### src/rtl/ifetch_unit.sv
// ifetch_unit: instruction fetch stage feeding decode.
// Keeps the PC and issues in-order word fetches. Returned words go into a
// DEPTH-entry prefetch FIFO, and each word is tagged with the address it was
// fetched from. A redirect flushes the FIFO and drops responses still in flight.
// Optional feature: define IFETCH_STALL_CNT_EN to add the stall_cnt output,
// which counts decode-starved cycles.
module ifetch_unit #(
  parameter int          DEPTH    = 4,
  parameter logic [31:0] RESET_PC = 32'h0
) (
  input  logic        clk,
  input  logic        rst,
  output logic        imem_req,
  output logic [31:0] imem_addr,
  input  logic        imem_gnt,
  input  logic        imem_rvalid,
  input  logic [31:0] imem_rdata,
  input  logic        redir,
  input  logic [31:0] redir_pc,
  input  logic        halt,
  output logic [31:0] inst,
  output logic [31:0] inst_pc,
  output logic        cnt,
  input  logic        dec_ready
`ifdef IFETCH_STALL_CNT_EN
  ,
  output logic [31:0] stall_cnt
`endif
);

  localparam int            PW      = $clog2(DEPTH);
  localparam int            CW      = PW + 1;
  localparam logic [CW:0]   DEPTH_V = (CW+1)'(DEPTH);
  localparam logic [CW-1:0] FULL    = CW'(DEPTH);

  typedef enum logic [1:0] {BOOT, RUN, HALTED, FLUSH} state_t;

  state_t        state_q, state_d;
  logic [31:0]   pc_q, pc_d;
  logic [CW-1:0] out_q, out_d, disc_q, disc_d, fcnt_q, fcnt_d;
  logic [PW-1:0] wr_q, wr_d, rd_q, rd_d, tag_wr_q, tag_wr_d, tag_rd_q, tag_rd_d;
  logic [31:0]   inst_q, inst_d, inst_pc_q, inst_pc_d;
  logic [31:0]   data_mem_q [DEPTH];
  logic [31:0]   pc_mem_q   [DEPTH];
  logic [31:0]   tag_mem_q  [DEPTH];

  logic [CW:0]   occ;
  logic          issue, push, pop, redir_act;
  logic [CW-1:0] redir_disc;

  // Handshake decode: issue gating, FIFO push/pop and redirect qualification.
  always_comb begin
    redir_act  = redir && (state_q != BOOT);
    occ        = {1'b0, fcnt_q} + {1'b0, out_q};
    imem_req   = (state_q == RUN) && !halt && !redir_act && (occ < DEPTH_V);
    issue      = imem_req && imem_gnt;
    pop        = (fcnt_q != '0) && dec_ready;
    // A word returning on a redirect cycle belongs to the old stream.
    push       = imem_rvalid && !redir_act && ((state_q == RUN) || (state_q == HALTED));
    redir_disc = out_q - CW'(imem_rvalid);
  end

  // Next-state for PC, counters, FIFO pointers, head register and FSM.
  always_comb begin
    state_d   = state_q;
    pc_d      = pc_q;
    disc_d    = disc_q;
    fcnt_d    = fcnt_q;
    wr_d      = wr_q;
    rd_d      = rd_q;
    tag_wr_d  = tag_wr_q;
    tag_rd_d  = tag_rd_q;
    inst_d    = inst_q;
    inst_pc_d = inst_pc_q;

    out_d = out_q + CW'(issue) - CW'(imem_rvalid);
    if (issue) begin
      pc_d     = pc_q + 32'd4;
      tag_wr_d = tag_wr_q + PW'(1);
    end
    // Every response consumes its tag, including the responses that get dropped.
    if (imem_rvalid) tag_rd_d = tag_rd_q + PW'(1);

    if (redir_act) begin
      pc_d   = redir_pc;
      fcnt_d = '0;
      wr_d   = '0;
      rd_d   = '0;
    end else begin
      if (push) wr_d = wr_q + PW'(1);
      if (pop)  rd_d = rd_q + PW'(1);
      fcnt_d = fcnt_q + CW'(push) - CW'(pop);
      // The head is registered. When the FIFO would otherwise be empty,
      // the incoming word goes straight into the head register.
      if (fcnt_d != '0) begin
        if ((fcnt_q - CW'(pop)) == '0) begin
          inst_d    = imem_rdata;
          inst_pc_d = tag_mem_q[tag_rd_q];
        end else begin
          inst_d    = data_mem_q[rd_d];
          inst_pc_d = pc_mem_q[rd_d];
        end
      end
    end

    case (state_q)
      BOOT: state_d = RUN;
      RUN, HALTED: begin
        if (redir_act) begin
          disc_d  = redir_disc;
          state_d = (redir_disc != '0) ? FLUSH : RUN;
        end else if ((state_q == RUN) && halt) begin
          state_d = HALTED;
        end else if ((state_q == HALTED) && !halt) begin
          state_d = RUN;
        end
      end
      FLUSH: begin
        // A further redirect only reloads the PC; the discard count is unchanged.
        disc_d = disc_q - CW'(imem_rvalid);
        if (disc_d == '0) state_d = halt ? HALTED : RUN;
      end
      default: state_d = BOOT;
    endcase
  end

  // Control and head registers with synchronous reset.
  always_ff @(posedge clk) begin
    if (rst) begin
      state_q   <= BOOT;
      pc_q      <= RESET_PC;
      out_q     <= '0;
      disc_q    <= '0;
      fcnt_q    <= '0;
      wr_q      <= '0;
      rd_q      <= '0;
      tag_wr_q  <= '0;
      tag_rd_q  <= '0;
      inst_q    <= '0;
      inst_pc_q <= '0;
    end else begin
      state_q   <= state_d;
      pc_q      <= pc_d;
      out_q     <= out_d;
      disc_q    <= disc_d;
      fcnt_q    <= fcnt_d;
      wr_q      <= wr_d;
      rd_q      <= rd_d;
      tag_wr_q  <= tag_wr_d;
      tag_rd_q  <= tag_rd_d;
      inst_q    <= inst_d;
      inst_pc_q <= inst_pc_d;
    end
  end

  // Storage for the word FIFO and the in-flight address tags (not reset).
  always_ff @(posedge clk) begin
    if (push) begin
      data_mem_q[wr_q] <= imem_rdata;
      pc_mem_q[wr_q]   <= tag_mem_q[tag_rd_q];
    end
    if (issue) tag_mem_q[tag_wr_q] <= pc_q;
  end

  // The issue rule makes overflow impossible; this guards that invariant.
  always_ff @(posedge clk) begin
    if (!rst) assert (!(push && !pop && (fcnt_q == FULL)));
  end

`ifdef IFETCH_STALL_CNT_EN
  logic [31:0] stall_q, stall_d;

  // Count cycles where decode is starved while not halted; saturates.
  always_comb begin
    stall_d = stall_q;
    if ((state_q != BOOT) && (fcnt_q == '0) && !halt && (stall_q != 32'hFFFF_FFFF))
      stall_d = stall_q + 32'd1;
  end

  // Stall counter register.
  always_ff @(posedge clk) begin
    if (rst) stall_q <= '0;
    else     stall_q <= stall_d;
  end

  assign stall_cnt = stall_q;
`endif

  assign imem_addr = pc_q;
  assign inst      = inst_q;
  assign inst_pc   = inst_pc_q;
  assign cnt       = (fcnt_q != '0);

endmodule
### config.mk
export PLATFORM = sky130hd
export DESIGN_NAME = ifetch_unit
export DESIGN_NICKNAME = d
export VERILOG_FILES = /design/src/rtl/ifetch_unit.sv
export SDC_FILE = /design/constraint.sdc
export NUM_CORES = 1
export LEC_CHECK = 0
export CAP_MARGIN = 20
export CELL_PAD_IN_SITES_DETAIL_PLACEMENT = 1
export CELL_PAD_IN_SITES_GLOBAL_PLACEMENT = 1
export CORE_MARGIN = 8
export CORE_UTILIZATION = 45
export CTS_CLUSTER_DIAMETER = 150
export DETAILED_ROUTE_END_ITERATION = 8
export HOLD_SLACK_MARGIN = 0.05
export MAX_ROUTING_LAYER = met4
export PLACE_DENSITY = 0.75
export SLEW_MARGIN = 20
export SYNTH_ARGS = -nofsm -noshare
export SYNTH_HDL_FRONTEND = slang
export SYNTH_SLANG_ARGS = --single-unit
### constraint.sdc
create_clock -name clk -period 6.14 [get_ports clk]
set_clock_uncertainty 0.05 [all_clocks]
set_input_delay 1.228 -clock clk [delete_from_list [all_inputs] [get_ports clk]]
set_output_delay 1.228 -clock clk [all_outputs]
set_load 0.02 [all_outputs]
Yosys cells after proc, flatten, opt, wreduce, memory -nomap -nowiden --
Memories as Yosys holds them, arrays and structs flattened. A register that Yosys moved wholly into a read port is not among the register bits. Index checks and enable logic that the tools add are counted.
Operators by class: add/sub/neg operators 13, reduce and logical (&&, ||, !) cells 27, equal/unequal tests 6, shifts and indexed selects 0, divide/modulo/power cells 0, bitwise logic cells 1, mux-type cells 21, order comparisons 1, $mul 0
Operators with widths (number):
- $mux W32 | 4
- $add A32 B3 Y32 const B | 1
- $mux W2 | 10
- $sub A3 B1 Y3 | 5
- $logic_and A1 B1 Y1 | 10
- $reduce_bool A3 Y1 | 3
- $add A2 B1 Y2 const B | 4
- $add A3 B1 Y3 | 2
- $logic_not A3 Y1 | 2
- $pmux W2 S3 | 1
- $pmux W3 S2 | 1
- $reduce_and A2 Y1 | 3
- $reduce_bool A2 Y1 | 3
- $add A3 B3 Y4 | 1
- $eq A2 B2 Y1 const B | 2
- $lt A4 B3 Y1 const B | 1
- $mux W1 | 4
- $ne A2 B2 Y1 const B | 2
- $ne A4 B4 Y1 const B | 1
- $reduce_or A2 Y1 | 2
- $mux W3 | 1
- $eq A2 B1 Y1 const B | 1
- $logic_not A1 Y1 | 2
- $logic_not A2 Y1 | 1
- other kinds (2) | 2
Word-level totals: bits in latches 0, input port bits 71, memories 3, RAM bits 384, register bits after elaboration 115, ROM bits 0
Memory list:
- data_mem_q | depth 4, width 32, rd ports 1, clocked after memory_dff 0, wr ports 1, line 43 | logic [31:0] data_mem_q [DEPTH];
- pc_mem_q | depth 4, width 32, rd ports 1, clocked after memory_dff 0, wr ports 1, line 44 | logic [31:0] pc_mem_q [DEPTH];
- tag_mem_q | depth 4, width 32, rd ports 1, clocked after memory_dff 1, wr ports 1, line 45 | logic [31:0] tag_mem_q [DEPTH];

Logic depth before layout (Yosys ltp) --
Gate-level depths: netlist of run 1.
word-level depth 9, mapped depth 19, gate-level depth less buffers 15

Worst setup path before layout of run 1 --
OpenSTA, ideal clock, no wires.
kind input to register, start in dec_ready, end reg inst_q[30], in the netlist inst[30], stages on the path 16, data required time 6.020 ns, setup slack 2.113 ns, arrival time 3.907 ns, cell sequence nand2_4 inv_2 buf_2 buf_1 ha_1 inv_1 ha_1 inv_1 fa_1 xnor3_1 nand2_1 or3b_1 buf_4 buf_6 a21oi_1 o2bb2ai_1
Between the ends: cells in the longest elaborated chain, start to end 5
RTL lines:
- from (decl) | line 24 | input logic dec_ready
- $logic_and A1 B1 Y1 (*) | line 57 | pop = (fcnt_q != '0) && dec_ready;
- $mux W2 | line 91 | if (pop) rd_d = rd_q + PW'(1);
- $mux W2 | line 84 | if (redir_act) begin
- $mem_v2 Z4 W32
- $mux W32 | line 96 | if ((fcnt_q - CW'(pop)) == '0) begin
- to (signal assigned) | line 151 | inst_q <= inst_d;
- to (decl) | line 42 | logic [31:0] inst_q, inst_d, inst_pc_q, inst_pc_d;
Mark *: on every way between the ends. The rest lies on a longest branch, timed or not. The select of a mux whose other input is x is not followed. A chain may end at the register's enable or synchronous reset.

Worst setup path in the final report of run 1 --
start in halt, end out imem_req
Between the ends: cells in the longest elaborated chain, start to end 4
RTL lines:
- from (decl) | line 20 | input logic halt,
- $logic_not A1 Y1 | line 55 | imem_req = (state_q == RUN) && !halt && !redir_act && (occ < DEPTH_V);
- $logic_and A1 B1 Y1 (3 in series) | line 55
- to (decl) | line 13 | output logic imem_req,
Every way passes these cells.

==> run metrics, run 1 <==
post-DP HPWL 33700 um; WP data arrival 3630 ps; hold buffer count at CTS 0; outcome complete, no violations; Leak Pwr 8.14 nW; Routed Antenna Nets 0; Via density 6.17; DRC Markers 0; PD cells 442 nW/um2; crit-path max FO 12; vias in the first global route 15300; Worst-Skew Late Latency 580 ps; Diodes inserted 0; first-pass GRT wire length 91300 um; Post-synth ARST share 0%; Clock Pin Slew Worst Setup and Hold Paths 60 ps; period utilization 80.0%; Total Wirelength 58700 um; Starting Density 45.2%; maximum VDD drop 642 uV; Reg power frac 37.1%; Post-Place Cells 2167; pin slew with the least headroom to its limit 1120 ps; Final min period 4910 ps; largest net degree at the start of global routing 95; critical path launch point type input port; Mapped Area 21900 um2; TritonCTS buffer count 53; Global Route Usage Sum 21.3%; Chip Height 237 um; required time of the worst setup path 4860 ps; critical path capture point type output pin; most common flop cell mapped by yosys edfxtp_1; setup slack, reg-to-reg 1940 ps; Pre-antenna DRT Iters 5; switch share 35.2%; Area growth syn-to-layout 17.8%; CTS tree built; fin. max-slew vios 0; clock tree buffer depth 3; reg2reg end inst_pc[25]$_SDFFE_PP0P_; crit path capture imem_req; final core occ 53.2%; synth warn 0; clock power share 28.1%; Yosys reg bits 501; Core Area 48500 um2; Slew HR 25.4%; Initial DRC Count 915; met1 Track Usage GR 26.4%; Yosys cell types 54; Buffers on Ports 168; Post-Layout Cell Count 2263; post-CTS setup buffers 0; Layout Nets 1697; Pint 0.00741 W; layout filler cell count 4638; unrepaired setup endpoints after global routing false; IO Pins 169; Die W 237 um; initial antenna violation count 0; Post-Syn Instances 1479; type of the most critical hold path flop to flop; Final TNS setup 0 ps; Placer Congestion 0.768; met3 usage 3.67%; share of post-route cells with drive strength above 1 16.0%; die area 56100 um2; syn_area_per_cell 14.8 um2; Crit Path Class input port to output pin; WL/cell 25.9 um; Switch Pwr 0.00402 W; routed vias 14000; r2r worst-path depth 15; CTS Sinks 501; startpoint of the worst register-to-register path state_q[1]$_SDFFE_PP0P_; H-Tree Depth 2; logic gate share of total power 34.8%; Critical path origin halt; most used routing layer met2; number of cell rows 81; M2 GR Usage 35.7%; PostCTS Resize Cnt 0; Clk Tree Root Cell clkbuf_16; register area share after synthesis 63.2%; number of synthesized flops with an enable pin 384; Final Hold Fails 0; Congestion Overflow GR 0; # Max-Cap Violations 0; Syn Nets 1576; fmax 204 MHz; endpoints failing setup 0
[power by group through the flow]
stage               logic, W  registers (W)  clock network, W
finish               0.00398        0.00424           0.00321
global placement     0.00386        0.00430                 0
detailed placement   0.00398        0.00431                 0
floorplan            0.00247        0.00436                 0
CTS                  0.00401        0.00424           0.00328
global route         0.00430        0.00427           0.00339
[how the worst min path moves through the flow]
stage,from,endpoint,slack (ps),depth (start not counted)
after floorplan,disc_q[0]$_SDFFE_PP0P_,disc_q[0]$_SDFFE_PP0P_,410,2
after global placement,disc_q[1]$_SDFFE_PP0P_,disc_q[1]$_SDFFE_PP0P_,430,2
after detailed placement,disc_q[1]$_SDFFE_PP0P_,disc_q[1]$_SDFFE_PP0P_,450,2
after CTS,tag_wr_q[1]$_SDFFE_PP0P_,tag_wr_q[1]$_SDFFE_PP0P_,460,2
after global routing,tag_wr_q[1]$_SDFFE_PP0P_,tag_wr_q[1]$_SDFFE_PP0P_,490,2
final,disc_q[1]$_SDFFE_PP0P_,disc_q[1]$_SDFFE_PP0P_,450,2
[layout make-up]
| type | count | area (um2) | share of cell area (%) |
|---|---|---|---|
| Inverter | 21 | 81.3 | 0.315 |
| Timing Repair Buffer | 192 | 1900 | 7.35 |
| Tap cell | 622 | 778 | 3.01 |
| Sequential cell | 501 | 13900 | 53.7 |
| Multi-Input combinational cell | 831 | 7470 | 28.9 |
| Clock buffer | 72 | 1440 | 5.56 |
| Clock inverter | 24 | 297 | 1.15 |
[sequential cells by signal, indices dropped and copies added, names as in the netlist, named ones only]
| register | flops |
|---|---|
| disc_q | 3 |
| wr_q | 2 |
| inst_pc | 32 |
| out_q | 3 |
| imem_addr | 32 |
| state_q | 2 |
| fcnt_q | 3 |
| tag_wr_q | 2 |
| rd_q | 2 |
| inst | 32 |
| data_mem_q | 128 |
| tag_rd_q | 2 |
| pc_mem_q | 128 |
| tag_mem_q | 128 |
[cells in the mapped netlist (all sizes together), types with 6 or more instances]
cell	instances	area, um2
o2bb2ai	63	552
and3	71	444
clkbuf	87	327
nor2b	7	43.8
mux4	96	2160
edfxtp	384	11500
inv	21	78.8
nor4	8	50.1
nor3	8	40.0
nand4	11	83.8
a21oi	135	848
and2	15	93.8
and4	6	55.1
nand2b	68	425
o21ai	7	35.0
nor3b	6	45.0
mux2i	7	70.1
nand2	34	135
xnor2	19	166
dfxtp	117	2340
ha	24	300
xor2	14	123
nand3	16	80.1
nor2	39	146
buf	39	231
o221ai	126	1100
a211oi	21	158
[cells by family after synthesis]
group | share of synthesized area (%)
AO/OA/AOI/OAI | 12.8
XOR/XNOR | 1.42
adder cells (fa/ha/maj) | 1.55
buffers and inverters | 2.90
flip-flops | 63.2
multiplexers | 10.2
AND/OR/NAND/NOR | 7.93
[through the flow]
step / instance area [um2] / setup slack, ps / total power (W) / hold WS, ps
finish: 25800 / 1230 / 0.0114 / 449
global route: 25800 / 1100 / 0.0120 / 487
CTS: 25800 / 1260 / 0.0115 / 459
detailed placement: 24100 / 974 / 0.00829 / 448
global placement: 24100 / 1110 / 0.00816 / 425
floorplan: 21900 / 2110 / 0.00683 / 407
[critical path: stages]
cell,delay [ps]
clkdlybuf4s50_1,530
nor3b_1,390
nand2_1,370
nor4_1,410
clkdlybuf4s50_1,700
[routing by layer]
metal / vias up / wire length (um)
met5: - / 0
met4: 0 / 1310
met3: 92 / 2970
met2: 403 / 29500
met1: 7257 / 24900
li1: 6205 / -
[cells in the final DEF (no fill, tap or decap), types with 19 or more instances in the layout]
cell and instances:
inv_1 20, clkbuf_16 53, nor2_1 39, a21oi_2 45, nand2b_1 66, and3_1 71
clkdlybuf4s50_1 167, mux4_2 96, o221ai_1 126, nand2_1 32, a211oi_1 21, o2bb2ai_1 63
xnor2_1 19, buf_4 21, ha_1 24, dfxtp_1 113, edfxtp_1 384, a21oi_1 89
Note: power is estimated with default switching activity, not from simulation.
==> run 2, diff against run 1 <==
Clock period 6.14 ns to 5.1 ns, I/O delays scaled along.
==> run metrics, run 2 (synthesized netlist as in run 1, its figures left out) <==
post-DP HPWL 33800 um (+0.20%); design area 26000 um2 (+0.74%); vias in the first global route 15400 (+0.33%); hold slack 442 ps (-6.46 ps); WL/cell 26.0 um (+0.40%); most frequent cells in the layout edfxtp_1, clkdlybuf4s50_1, o221ai_1, dfxtp_1, mux4_2; Final WS setup 874 ps (-354 ps); Starting Density 45.2% (unchanged); Via density 6.20 (+0.56%); number of cell rows 81 (unchanged); Placer Congestion 0.765 (-0.42%); IO Pins 169 (unchanged); Congestion Overflow GR 0 (unchanged); period utilization 82.9%; Buffers on Ports 168 (unchanged); pin slew with the least headroom to its limit 1100 ps (-17.3 ps); DP Worst Slack 554 ps (-420 ps); required time of the worst setup path 4030 ps (-830 ps); crit-path max FO 12 (unchanged); maximum VDD drop 701 uV (+9.3%); outcome complete, no violations; critical path launch point type input port; fmax 237 MHz; Leak Pwr 8.25 nW (+1.4%); fin. max-slew vios 0 (unchanged); Total Wirelength 59200 um (+0.93%); WP data arrival 3160 ps (-470 ps); Layout Nets 1704 (+0.41%); share of post-route cells with drive strength above 1 17.1% (+1.2 points); layout filler cell count 4579 (-1.3%); Clk Tree Root Cell clkbuf_16; Final Hold Fails 0 (unchanged); Chip Height 237 um (unchanged); Final TNS setup 0 ps (unchanged); Final min period 4230 ps; largest net degree at the start of global routing 82 (-14%); critical path capture point type output pin; final core occ 53.6% (+0.39 points); Die W 237 um (unchanged); Crit Path Class input port to output pin; DRC Markers 0 (unchanged); die area 56100 um2 (unchanged); Diodes inserted 0 (unchanged); endpoints failing setup 0 (unchanged); initial antenna violation count 0 (unchanged); H-Tree Depth 2 (unchanged); PD cells 534 nW/um2 (+21%); Initial DRC Count 890 (-2.7%); Regs by FF count data_mem_q x128, pc_mem_q x128, tag_mem_q x128; Worst-Skew Late Latency 600 ps (+20 ps); Core Area 48500 um2 (unchanged); type of the most critical hold path flop to flop; Area growth syn-to-layout 18.7%; # Max-Cap Violations 0 (unchanged); Slew HR 26.6% (+1.2 points); unrepaired setup endpoints after global routing false; commonest non-fill, non-tap cell in the layout edfxtp_1; Clock Pin Slew Worst Setup and Hold Paths 50 ps (about the same); Pre-antenna DRT Iters 5 (unchanged); clock tree buffer depth 3 (unchanged); hold buffer count at CTS 0 (unchanged); Routed Antenna Nets 0 (unchanged); CTS Sinks 501 (unchanged); PostCTS Resize Cnt 0 (unchanged); CTS tree built; Post-DP Area 24200 um2 (+0.45%); first-pass GRT wire length 91600 um (+0.32%); TritonCTS buffer count 54 (+1.9%); post-CTS setup buffers 0 (unchanged); Global Route Usage Sum 21.4% (+0.16 points); routed vias 14100 (+1.1%)
run 2: changes by cell type in the layout (fill, tap and decap cells not counted):
cell | previous run | this run
clkbuf_16 | 53 | 60
bufinv_16 | 7 | 1
clkinv_2 | 9 | 15
buf_12 | 3 | 8
clkbuf_8 | 4 | 9
clkinv_1 | 5 | 0
clkbuf_1 | 15 | 11
buf_4 | 21 | 23
inv_6 | 0 | 2
buf_6 | 1 | 0
clkinv_4 | 0 | 1
run 2: per-layer routing:
metal	up-vias	wire (um)	track usage (%)
met1	7399	24900	26.4
met4	0	1270	6.67
met2	401	30000	36.2
met3	88	3060	3.31
li1	6221	-	-
met5	-	0	-
run 2: worst max-delay path, cell delays in order:
cell and delay, ps:
clkdlybuf4s50_1 510, nor3b_1 320, nand2_1 110, buf_4 190
nor4_1 310, clkdlybuf4s50_1 690
run 2: power by group:
part	leakage (nW)	switching [W]	total (W)	internal, W
clock	0.903	0.00161	0.00393	0.00232
combinational	2.88	0.00302	0.00488	0.00186
sequential	4.46	0.000301	0.00509	0.00479
total	8.25	0.00494	0.0139	0.00896
run 2: worst paths after layout:
path                         endpoint  slack (ps)                     from  cells after the start
max                          imem_req         870                     halt                      6
min            disc_q[0]$_SDFFE_PP0P_         440   disc_q[0]$_SDFFE_PP0P_                      2
max reg2reg  inst_pc[23]$_SDFFE_PP0P_        1350  state_q[1]$_SDFFE_PP0P_                     15
min reg2reg    disc_q[0]$_SDFFE_PP0P_         440   disc_q[0]$_SDFFE_PP0P_                      2
run 2: area by class of cell:
type	count	area, um2	area share, %
Clock buffer	80	1670	6.40
Clock inverter	22	154	0.591
Inverter	21	81.3	0.312
Multi-Input combinational cell	831	7470	28.7
Sequential cell	501	13900	53.3
Tap cell	622	778	2.99
Timing Repair Buffer	198	2000	7.70
run 2: stage by stage:
step                      cells  power [W]
after floorplan            1479    0.00823
after global placement     2173    0.00991
after detailed placement   2173     0.0101
after CTS                  2275     0.0140
after global routing       2275     0.0146
final                      2275     0.0139
